## src/rtl/spi_tx_scheduler.sv

```systemverilog
// Two-requester byte scheduler: round-robin arbiter into a small FIFO, drained one byte
// per 4-phase req/ack handshake toward the SPI clock domain.
module spi_tx_scheduler #(
  parameter int          DEPTH     = 4,
  parameter logic [7:0]  IDLE_BYTE = 8'h00
) (
  input  logic                     clk,
  input  logic                     rst,
  input  logic                     en,
  input  logic                     req0_stb,
  input  logic [7:0]               req0_data,
  output logic                     req0_ack,
  input  logic                     req1_stb,
  input  logic [7:0]               req1_data,
  output logic                     req1_ack,
  output logic                     handshake_req,
  input  logic                     handshake_ack,
  output logic [7:0]               handshake_data,
  output logic [$clog2(DEPTH):0]   fifo_level,
  output logic                     underrun,
  output logic [1:0]               o_dbg_state
);

  localparam int AW = $clog2(DEPTH);
  localparam int LW = AW + 1;

  typedef enum logic [1:0] {ST_IDLE, ST_LOAD, ST_REQ, ST_DROP} state_t;

  state_t         r_state;
  state_t         w_next;
  logic           r_ack_meta;
  logic           r_ack_s;
  logic [1:0]     r_sync_vld;
  logic [AW-1:0]  r_wptr;
  logic [AW-1:0]  r_rptr;
  logic [LW-1:0]  r_level;
  logic [7:0]     r_mem [DEPTH];
  logic           r_last_grant;
  logic           r_hs_req;
  logic [7:0]     r_hs_data;
  logic           r_underrun;
  logic           w_full;
  logic           w_empty;
  logic           w_grant0;
  logic           w_grant1;
  logic           w_push;
  logic           w_pop;
  logic [7:0]     w_push_data;

  // Requester handshake: stb+data are held by the requester until ack; ack is high for
  // exactly the cycle in which the byte is written into the FIFO tail.
  assign w_full  = (r_level == LW'(DEPTH));
  assign w_empty = (r_level == '0);

  always_comb begin
    w_grant0 = 1'b0;
    w_grant1 = 1'b0;
    if (!w_full) begin
      if (req0_stb && req1_stb) begin
        if (r_last_grant) w_grant0 = 1'b1;
        else              w_grant1 = 1'b1;
      end else if (req0_stb) begin
        w_grant0 = 1'b1;
      end else if (req1_stb) begin
        w_grant1 = 1'b1;
      end
    end
  end

  assign w_push      = w_grant0 | w_grant1;
  assign w_push_data = w_grant1 ? req1_data : req0_data;
  assign w_pop       = (r_state == ST_LOAD) && !w_empty;

  // r_sync_vld keeps IDLE from trusting ack_s until the synchronizer has refilled after reset.
  always_ff @(posedge clk or posedge rst) begin
    if (rst) begin
      r_ack_meta <= 1'b0;
      r_ack_s    <= 1'b0;
      r_sync_vld <= 2'b00;
    end else begin
      r_ack_meta <= handshake_ack;
      r_ack_s    <= r_ack_meta;
      r_sync_vld <= {r_sync_vld[0], 1'b1};
    end
  end

  always_ff @(posedge clk) begin
    if (w_push) r_mem[r_wptr] <= w_push_data;
  end

  always_ff @(posedge clk or posedge rst) begin
    if (rst) begin
      r_wptr       <= '0;
      r_rptr       <= '0;
      r_level      <= '0;
      r_last_grant <= 1'b1;
    end else begin
      if (w_push) r_wptr <= r_wptr + AW'(1);
      if (w_pop)  r_rptr <= r_rptr + AW'(1);
      case ({w_push, w_pop})
        2'b10:   r_level <= r_level + LW'(1);
        2'b01:   r_level <= r_level - LW'(1);
        default: r_level <= r_level;
      endcase
      if (w_grant0) r_last_grant <= 1'b0;
      if (w_grant1) r_last_grant <= 1'b1;
    end
  end

  always_comb begin
    w_next = r_state;
    case (r_state)
      ST_IDLE: if (en && !r_ack_s && r_sync_vld[1]) w_next = ST_LOAD;
      ST_LOAD: w_next = ST_REQ;
      ST_REQ:  if (r_ack_s)  w_next = ST_DROP;
      ST_DROP: if (!r_ack_s) w_next = ST_IDLE;
      default: w_next = ST_IDLE;
    endcase
  end

  always_ff @(posedge clk or posedge rst) begin
    if (rst) begin
      r_state    <= ST_IDLE;
      r_hs_req   <= 1'b0;
      r_hs_data  <= 8'h00;
      r_underrun <= 1'b0;
    end else begin
      r_state    <= w_next;
      r_hs_req   <= (w_next == ST_REQ);
      r_underrun <= (r_state == ST_LOAD) && w_empty;
      if (r_state == ST_LOAD) r_hs_data <= w_empty ? IDLE_BYTE : r_mem[r_rptr];
    end
  end

  assign req0_ack       = w_grant0;
  assign req1_ack       = w_grant1;
  assign handshake_req  = r_hs_req;
  assign handshake_data = r_hs_data;
  assign fifo_level     = r_level;
  assign underrun       = r_underrun;
  assign o_dbg_state    = r_state;

endmodule

```

## config.mk

```make
export PLATFORM = sky130hd
export DESIGN_NAME = spi_tx_scheduler
export DESIGN_NICKNAME = d
export VERILOG_FILES = /design/src/rtl/spi_tx_scheduler.sv
export SDC_FILE = /design/constraint.sdc
export NUM_CORES = 1
export LEC_CHECK = 0
export CAP_MARGIN = 15
export CORE_AREA = 2 2 70 72
export CTS_CLUSTER_SIZE = 28
export DETAILED_ROUTE_END_ITERATION = 12
export DIE_AREA = 0 0 72 74
export GPL_TIMING_DRIVEN = 0
export PLACE_DENSITY = 0.77
export SETUP_SLACK_MARGIN = 0.15
export SYNTH_ARGS = -nofsm -noshare
export SYNTH_HDL_FRONTEND = slang
export SYNTH_SLANG_ARGS = --single-unit
export TNS_END_PERCENT = 100
```

## constraint.sdc

```tcl
create_clock -name clk -period 2.9 [get_ports clk]
set_clock_uncertainty 0.2 [all_clocks]
set_input_delay 0.435 -clock clk [delete_from_list [all_inputs] [get_ports clk]]
set_output_delay 0.435 -clock clk [all_outputs]
set_load 0.05 [all_outputs]
```

==> results of run 1 <==
## worst max-delay path, delay by kind of cell, from the launching register on
kind / cells / cell delay [ns]
buffers and inverters: 3 / 0.65
AND/OR/NAND/NOR: 2 / 0.55
flip-flops: 1 / 0.44
## routing by layer
metal	track usage, %	vias up	routed length [um]
met2	27.8	32	2040
met4	7.76	0	56
met5	0	-	0
li1	-	582	-
met1	20.6	622	1700
met3	3.66	4	163
## registers in the layout (all words and copies together), names as in the netlist
| register | flops |
|---|---|
| fifo_level | 3 |
| handshake_data | 8 |
| handshake_req | 1 |
| o_dbg_state | 2 |
| r_ack_meta | 1 |
| r_ack_s | 1 |
| r_last_grant | 1 |
| r_mem | 32 |
| r_rptr | 2 |
| r_sync_vld | 2 |
| r_wptr | 2 |
| underrun | 1 |
## cells in the mapped netlist, types with 2 or more instances
master / number
edfxtp_1: 32
dfrtp_1: 23
inv_1: 9
a22o_1: 8
mux2_2: 8
mux4_2: 8
nand2_1: 6
ha_1: 5
nor2_1: 5
and2_2: 4
xor2_1: 4
a21oi_1: 2
clkbuf_1: 2
xnor2_1: 2
## worst max path at each step
stage	start	endpoint	slack [ns]	depth (start not counted)
6_report	fifo_level[0]	req1_ack	0.33	5
5_1_grt	o_dbg_state[1]	fifo_level[2]	0.26	8
4_1_cts	fifo_level[0]	req0_ack	0.15	5
3_5_place_dp	req1_stb	req1_ack	0.08	4
3_3_place_gp	req1_stb	req1_ack	0.14	4
2_1_floorplan	fifo_level[2]	fifo_level[2]	0.29	10
## report_power, final
| group | internal [mW] | switching, mW | total (mW) |
|---|---|---|---|
| clock network | 0.172 | 0.249 | 0.421 |
| registers | 1.16 | 0.127 | 1.29 |
| logic | 0.557 | 0.792 | 1.35 |
## layout by cell type, fill, tap and decap left out, types with 2 or more instances in the layout
cell type / n
xor2_1: 4
edfxtp_1: 32
mux4_2: 8
and2_2: 4
ha_1: 5
xnor2_1: 2
nand2_1: 6
a21oi_1: 2
clkbuf_1: 3
nor2_1: 5
dfrtp_1: 23
clkdlybuf4s50_1: 36
mux2_2: 8
clkbuf_8: 5
inv_1: 9
a22o_1: 8
## area by class of cell
cell class,count,area share (%)
Multi-Input combinational cell,67,23.8
Inverter,9,1.19
Sequential cell,56,55.2
Clock inverter,2,0.574
Tap cell,54,2.39
Timing Repair Buffer,38,13.5
Buffer,4,0.839
Clock buffer,6,2.56
## cell families (layout without fill, tap and decap cells)
logic type	count (synthesis)	count (layout)	share of synthesized area, %
xor gates and xnor gates	6	6	2.29
other	1	1	0.163
buffers and inverters	13	59	2.51
muxes	18	18	12.9
and+or+nand+nor	23	23	5.83
AOI/OAI and AO/OA	13	13	4.63
DFF	56	56	68.1
adders and majority gates	6	6	3.60
==> results.py, run 1 <==
metrics = {
    "clock_network": {
        "tritoncts": "yes",
        "ctsRootBufferMaster": "clkbuf_8",
        "cts.path.max_buffers": 2,
        "cts.htree.levels": 2,
        "cts_sinks": 56,
        "cts_setup_buffers": 0,
        "clkTransAtPathRegs_ns": 0.10,
        "numCtsBuffers": 5,
        "hold_buffers": 0,
        "clk_latency_ns": 0.31,
        "ctsResizeCount": 1,
    },
    "logic_synthesis": {
        "synth_top_cells_by_area": "edfxtp_1 42%, dfrtp_1 25%, mux4_2 7.9%",
        "syn_nets": 164,
        "synth_cell_types": 32,
        "yosysSeqAreaShare_pct": 68.1,
        "ys.flop_type": "edfxtp_1",
        "ys_ff_latch": 56,
        "synth.yosys.warnings": 0,
        "synth_edf_count": 32,
        "synth_top_area_share_pct": 41.9,
        "netlist_area_mm2": 0.00229,
        "postSynthAreaPerCell_um2": 16.9,
        "synth_area_leader_cell": "edfxtp_1",
        "async_flop_share_pct": 42.9,
        "syn_inst": 136,
    },
    "sta": {
        "relSlewSlack_pct": 39.3,
        "holdWs_ns": 0.177,
        "finalHoldViolCount": 0,
        "max_freq_mhz": 389,
        "fin_crit_ns": 2.57,
        "rsz0062_at_grt": "no",
        "worst_slack_ns": 0.327,
        "finalSetupViolations": 0,
        "tightestPinTransition_ns": 0.909,
        "drv_slew": 0,
        "fin_tns_setup_ns": 0,
        "finalCritPeriodShare_pct": 88.7,
    },
    "place": {
        "numPortBuffers": 38,
        "place_congestion": 0.710,
        "placed_cells": 228,
        "dpl.hpwl_um": 2680,
        "place_area_mm2": 0.00274,
        "preCtsSetupSlack_ns": 0.0833,
    },
    "routing": {
        "vias": 1240,
        "drt-total-wl_um": 3960,
        "wire_per_inst_um": 16.8,
        "firstDrtPassIters": 4,
        "via_per_inst": 5.25,
        "post-route-drc-count": 0,
        "ant_nets": 0,
        "drt-initial-drc-count": 55,
    },
    "floorplanning": {
        "rows": 25,
        "die_area_mm2": 0.00533,
        "start_util_pct": 49.9,
        "core_region_area_mm2": 0.00460,
        "io_pins": 39,
        "die_w_um": 72,
        "die_y_um": 74,
    },
    "critical_path": {
        "crit_slowest_cell": "dfrtp_1",
        "worstPathMaxFanout": 9,
        "rr_startpoint": "o_dbg_state[1]",
        "path_class": "register to output port",
        "reg2regPathDepth": 8,
        "rrSetupSlack_ns": 0.43,
        "path_cells": "or3b_1 -> buf_6 -> nand3_4 -> inv_1 -> dlygate4sd2_1",
        "cp-start-kind": "register",
        "cp.required_ns": 2.27,
        "regToRegEndpoint": "fifo_level[2]",
        "cp.arrival_ns": 1.94,
        "cp-end-kind": "output port",
        "slowest_delay_ns": 0.44,
    },
    "final_layout": {
        "drive_gt1_share_pct": 18.7,
        "fin_util_pct": 61.6,
        "areaGrowthSynthToFinish_pct": 23.4,
        "nNetsFinal": 209,
        "layoutNonFillerInstCount": 236,
        "n_antenna_cell": 0,
        "multi_input_area_um2": 674,
        "final.fill_count": 331,
        "ff_latch_area_mm2": 0.00156,
        "fin_area_mm2": 0.00283,
    },
    "power_and_ir_drop": {
        "power.leakage_nw": 1.11,
        "power_density_mw_per_mm2": 1080,
        "power_mw": 3.06,
        "ir_worst_vdd_mv": 0.494,
    },
    "hold_path": {
        "whs_path_depth": 0,
        "min-delay-start": "r_sync_vld[0]",
        "worstHoldEndpoint": "r_sync_vld[1]",
        "hold_path.class": "register to register",
    },
    "global_route": {
        "grt_pass1_vias": 1270,
        "grt_overflow": 0,
        "grt_usage_pct": 16.5,
        "grt_first_pass_wirelength_um": 6240,
        "grt_max_degree": 25,
        "antenna_found_initial": 0,
    },
    "run_status": {
        "status": "finished, final reports clean",
    },
    "job": {
        "cap_violations": 0,
    },
}
No activity file was read; power rests on OpenSTA's default activity.
==> run 2, diff against run 1 <==
- CORE_AREA: 2 2 70 72 -> 2 2 73 75
- DIE_AREA: 0 0 72 74 -> 0 0 75 77
- PLACE_DENSITY: 0.77 -> 0.75
- clock period: 2.9 -> 2.2 ns (I/O delays scaled with it)
==> run 2 against run 1 <==
  * The run now ends with negative setup slack left
  * Cell area up 6.0%
  * Via count up 1.9%
  * Sequential share of layout area down 3.0 points
  * Count of clock-buffer cells in the layout down 1
  * Sequential power up 32%
  * Combinational power up 44%
  * Worst hold slack worse by 0.0088 ns
  * Critical path depth up 5
  * Non-clock buffer count up 10
  * Worst setup slack worse by 0.44 ns
  * Largest cell class unchanged
  * Largest power group unchanged
  * Highest routed layer unchanged
==> results.py, run 2 (synthesized netlist as in run 1, its figures left out) <==
metrics = {
    "routing": {
        "ant_nets": 0,
        "post-route-drc-count": 0,
        "via_per_inst": 4.82,
        "drt-initial-drc-count": 50,
        "drt-total-wl_um": 4150,
        "firstDrtPassIters": 6,
        "wire_per_inst_um": 15.9,
        "vias": 1264,
    },
    "power_and_ir_drop": {
        "power_density_mw_per_mm2": 1390,
        "ir_worst_vdd_mv": 0.679,
        "p_sw_share_pct": 37.9,
        "p_clk_share_pct": 12.9,
        "power_switching_mw": 1.58,
        "power.leakage_nw": 1.27,
        "p_int_mw": 2.60,
        "seqPwrFrac_pct": 40.7,
        "combPwrFrac_pct": 46.4,
    },
    "critical_path": {
        "worstPathMaxFanout": 3,
        "critPathTopFamily": "simple AND/OR/NAND/NOR gates",
        "cp-end-kind": "register",
        "critPathBufInv": 3,
        "cp-start-kind": "register",
        "regToRegEndpoint": "fifo_level[2]",
        "reg2regPathDepth": 10,
        "crit_slowest_cell": "dfrtp_2",
        "rr_startpoint": "fifo_level[0]",
        "path_cells": "or3b_4 -> buf_6 -> o21a_4 -> inv_4 -> ha_4 -> inv_2 -> fa_2 -> xor2_1 -> nor2_1 -> xor2_1",
        "slowest_delay_ns": 0.42,
        "rrSetupSlack_ns": -0.11,
        "path_class": "register to register",
        "worst_path_most_repeated_cell": "xor2_1",
        "cp.required_ns": 2.23,
        "cp.arrival_ns": 2.34,
    },
    "sta": {
        "max_freq_mhz": 432,
        "finalHoldViolCount": 0,
        "drv_slew": 0,
        "tightestPinTransition_ns": 0.895,
        "finalSetupViolations": 3,
        "fin_tns_setup_ns": -0.168,
        "rsz0062_at_grt": "yes",
        "finalCritPeriodShare_pct": 105,
        "relSlewSlack_pct": 40.3,
        "worst_slack_ns": -0.114,
        "fin_crit_ns": 2.31,
    },
    "floorplanning": {
        "start_util_pct": 46.1,
        "io_pins": 39,
        "rows": 26,
        "core_region_area_mm2": 0.00498,
        "die_y_um": 77,
        "die_w_um": 75,
        "die_area_mm2": 0.00578,
    },
    "global_route": {
        "grt_max_degree": 25,
        "grt_first_pass_wirelength_um": 6550,
        "grt_pass1_vias": 1348,
        "antenna_found_initial": 0,
        "grt_usage_pct": 15.5,
        "grt_overflow": 0,
    },
    "clock_network": {
        "ctsRootBufferMaster": "clkbuf_8",
        "numCtsBuffers": 5,
        "clk_latency_ns": 0.30,
        "cts_sinks": 56,
        "clkTransAtPathRegs_ns": 0.09,
        "cts.htree.levels": 2,
        "hold_buffers": 0,
        "cts.path.max_buffers": 2,
        "tritoncts": "yes",
    },
    "place": {
        "dpl.hpwl_um": 2960,
        "numPortBuffers": 38,
        "place_congestion": 0.713,
        "preCtsSetupSlack_ns": -0.379,
    },
    "job": {
        "cap_violations": 0,
    },
    "final_layout": {
        "nNetsFinal": 219,
        "areaGrowthSynthToFinish_pct": 30.8,
        "layout_commonest_cell": "edfxtp_1",
        "final_cell_mix": "32 x edfxtp_1, 24 x clkdlybuf4s50_1, 20 x dfrtp_1, 9 x buf_4",
        "largest_register_ffs": 32,
        "n_antenna_cell": 0,
        "largest_register": "r_mem",
        "drive_gt1_share_pct": 30.7,
    },
    "run_status": {
        "status": "complete, but fails checks",
        "violations": "negative setup slack",
    },
    "hold_path": {
        "whs_path_depth": 0,
        "worstHoldEndpoint": "r_ack_s",
        "hold_path.class": "register to register",
        "min-delay-start": "r_ack_meta",
    },
}
run 2: worst max path at each step:
stage,start,end,cells after the start
2_1_floorplan,fifo_level[0],fifo_level[2],10
3_3_place_gp,req1_stb,req1_ack,4
3_5_place_dp,req1_stb,req1_ack,4
4_1_cts,fifo_level[0],fifo_level[2],10
5_1_grt,fifo_level[0],fifo_level[2],10
6_report,fifo_level[0],fifo_level[2],10
run 2: metal layers:
metal	vias up	GRT usage [%]	routed length (um)
met1	632	19.4	1690
met5	-	0	0
met2	24	25.8	2270
li1	602	-	-
met3	6	4.20	146
met4	0	5.00	47
run 2: repair_timing:
| item | CTS | global route |
|---|---|---|
| resized for setup | 22 | 14 |
| setup endpoints to repair | 8 | 13 |
| buffers inserted | 4 | 6 |
| pin swaps | 3 | 2 |
run 2: through the flow:
| stage | instance area (um^2) | std cells | util (%) | power [mW] | hold WS (ns) |
|---|---|---|---|---|---|
| 6_report | 3000 | 262 | 60.3 | 4.18 | 0.168 |
| 3_3_place_gp | 2790 | 244 | 56.1 | 3.47 | 0.132 |
| 5_1_grt | 3000 | 262 | 60.3 | 4.42 | 0.187 |
| 2_1_floorplan | 2320 | 136 | - | 3.01 | 0.131 |
| 4_1_cts | 2910 | 256 | 58.5 | 4.14 | 0.172 |
| 3_5_place_dp | 2790 | 244 | 56.1 | 3.57 | 0.145 |
run 2: power groups by stage:
stage	combinational [mW]	sequential, mW	clock, mW
floorplan	0.904	2.11	0
finish	1.94	1.70	0.538
global route	2.08	1.73	0.604
detailed placement	1.83	1.74	0
CTS	1.88	1.71	0.555
global placement	1.77	1.70	0
run 2: final cells by class:
class / count / area (um^2)
well taps: 70 / 87.6
flip-flops and latches: 56 / 1570
multi-input cells: 67 / 719
clock inverters: 3 / 18.8
fillers: 363 / 1980
repair buffers: 48 / 480
inverters: 9 / 36.3
clock buffers: 5 / 68.8
plain buffers: 4 / 23.8
==> run 3, diff against run 2 <==
- CORE_AREA: 2 2 73 75 -> 2 2 70 72
- DIE_AREA: 0 0 75 77 -> 0 0 72 74
- PLACE_DENSITY: 0.75 -> 0.77
- SKIP_CTS_REPAIR_TIMING: unset -> 1
- clock period: 2.2 -> 2.45 ns (I/O delays scaled with it)
==> run 3 against run 2 <==
  * The run now ends clean
  * First-iteration DRC count decreased by 16%
  * Register-to-register slack improved by 0.24 ns
  * Final cell count decreased by 8.0%
  * Maximum frequency decreased by 0.51%
  * Die area decreased by 7.7%
  * Sequential share of layout area increased by 2.2 points
  * Core utilization increased by 2.4 points
  * Largest cell class unchanged
  * Largest power group unchanged
==> results.py, run 3 (synthesized netlist as in run 1, its figures left out) <==
metrics = {
    "sta": {
        "holdWs_ns": 0.169,
        "tightestPinTransition_ns": 0.946,
        "relSlewSlack_pct": 36.9,
        "finalSetupViolations": 0,
        "max_freq_mhz": 430,
        "worst_slack_ns": 0.124,
        "fin_crit_ns": 2.33,
        "fin_tns_setup_ns": 0,
        "drv_slew": 0,
        "finalHoldViolCount": 0,
        "finalCritPeriodShare_pct": 94.9,
        "rsz0062_at_grt": "yes",
    },
    "routing": {
        "ant_nets": 0,
        "via_per_inst": 5.30,
        "firstDrtPassIters": 4,
        "vias": 1278,
        "post-route-drc-count": 0,
        "drt-initial-drc-count": 42,
        "wire_per_inst_um": 17.0,
        "drt-total-wl_um": 4090,
    },
    "floorplanning": {
        "rows": 25,
        "start_util_pct": 49.9,
        "io_pins": 39,
        "die_y_um": 74,
        "die_area_mm2": 0.00533,
        "die_w_um": 72,
        "core_region_area_mm2": 0.00460,
    },
    "final_layout": {
        "n_antenna_cell": 0,
        "areaGrowthSynthToFinish_pct": 25.6,
        "layout_commonest_cell": "clkdlybuf4s50_1",
        "final_cell_mix": "36 x clkdlybuf4s50_1, 32 x edfxtp_1, 20 x dfrtp_1",
        "largest_register": "r_mem",
        "nNetsFinal": 214,
        "largest_register_ffs": 32,
        "drive_gt1_share_pct": 26.2,
    },
    "global_route": {
        "grt_usage_pct": 16.5,
        "grt_first_pass_wirelength_um": 6280,
        "grt_overflow": 0,
        "grt_pass1_vias": 1292,
        "antenna_found_initial": 0,
        "grt_max_degree": 25,
    },
    "critical_path": {
        "reg2regPathDepth": 10,
        "path_cells": "or3b_4 -> buf_6 -> o21a_4 -> inv_2 -> ha_4 -> inv_2 -> fa_2 -> xor2_1 -> nor2_1 -> xor2_1",
        "path_class": "register to register",
        "critPathBufInv": 3,
        "critPathTopFamily": "simple AND/OR/NAND/NOR gates",
        "worstPathMaxFanout": 5,
        "cp.required_ns": 2.48,
        "crit_path_end": "fifo_level[2]",
        "cp.arrival_ns": 2.36,
        "rr_startpoint": "fifo_level[1]",
        "cp-end-kind": "register",
        "worstSetupStartpoint": "fifo_level[1]",
        "regToRegEndpoint": "fifo_level[2]",
        "cp-start-kind": "register",
        "crit_cells": 10,
        "slowest_delay_ns": 0.43,
        "crit_slowest_cell": "dfrtp_2",
        "rrSetupSlack_ns": 0.12,
    },
    "power_and_ir_drop": {
        "power_density_mw_per_mm2": 1290,
        "power.leakage_nw": 1.12,
        "ir_worst_vdd_mv": 0.506,
        "power_mw": 3.72,
    },
    "clock_network": {
        "clk_latency_ns": 0.31,
        "ctsRootBufferMaster": "clkbuf_8",
        "cts.htree.levels": 2,
        "cts.path.max_buffers": 2,
        "tritoncts": "yes",
        "clkTransAtPathRegs_ns": 0.10,
        "cts_sinks": 56,
        "numCtsBuffers": 5,
    },
    "run_status": {
        "status": "finished, final reports clean",
    },
    "place": {
        "dpl.hpwl_um": 2740,
        "numPortBuffers": 38,
        "preCtsSetupSlack_ns": -0.157,
        "place_congestion": 0.723,
    },
    "hold_path": {
        "hold_path.class": "register to register",
    },
    "job": {
        "cap_violations": 0,
    },
}
-- run 3: layout make-up --
type	count	area (um^2)
fill	334	1720
sequential	56	1570
multi-input combinational	67	697
timing repair buffer	43	408
clock buffer	5	68.8
tap	54	67.6
inverter	9	33.8
buffer	4	23.8
clock inverter	3	17.5
-- run 3: how the worst min path moves through the flow --
stage / startpoint / endpoint / depth (start not counted)
2_1_floorplan: r_ack_meta / r_ack_s / 0
3_3_place_gp: r_sync_vld[0] / r_sync_vld[1] / 0
3_5_place_dp: r_ack_meta / r_ack_s / 0
4_1_cts: r_ack_meta / r_ack_s / 0
5_1_grt: r_ack_meta / r_ack_s / 0
6_report: r_ack_meta / r_ack_s / 0
-- run 3: metal layers --
metal | global-route usage, % | vias up | part of all wire [%]
met5 | 0 | - | 0
met4 | 5.87 | 0 | 1.2
met3 | 4.61 | 4 | 4.7
met2 | 28.0 | 40 | 52
met1 | 20.6 | 645 | 42
li1 | - | 589 | -
-- run 3: power breakdown --
group / leakage (nW) / internal (mW) / switching [mW] / total (mW)
clock network: 0.0460 / 0.201 / 0.302 / 0.503
registers: 0.581 / 1.38 / 0.152 / 1.53
logic: 0.497 / 0.718 / 0.965 / 1.68
total: 1.12 / 2.30 / 1.42 / 3.72
-- run 3: stage by stage --
step                      instance area [um^2]  utilization [%]  cells
after floorplan                           2320                -    136
after global placement                    2770             60.2    228
after detailed placement                  2770             60.2    228
after CTS                                 2850             62.0    236
after global routing                      2880             62.7    241
final                                     2880             62.7    241
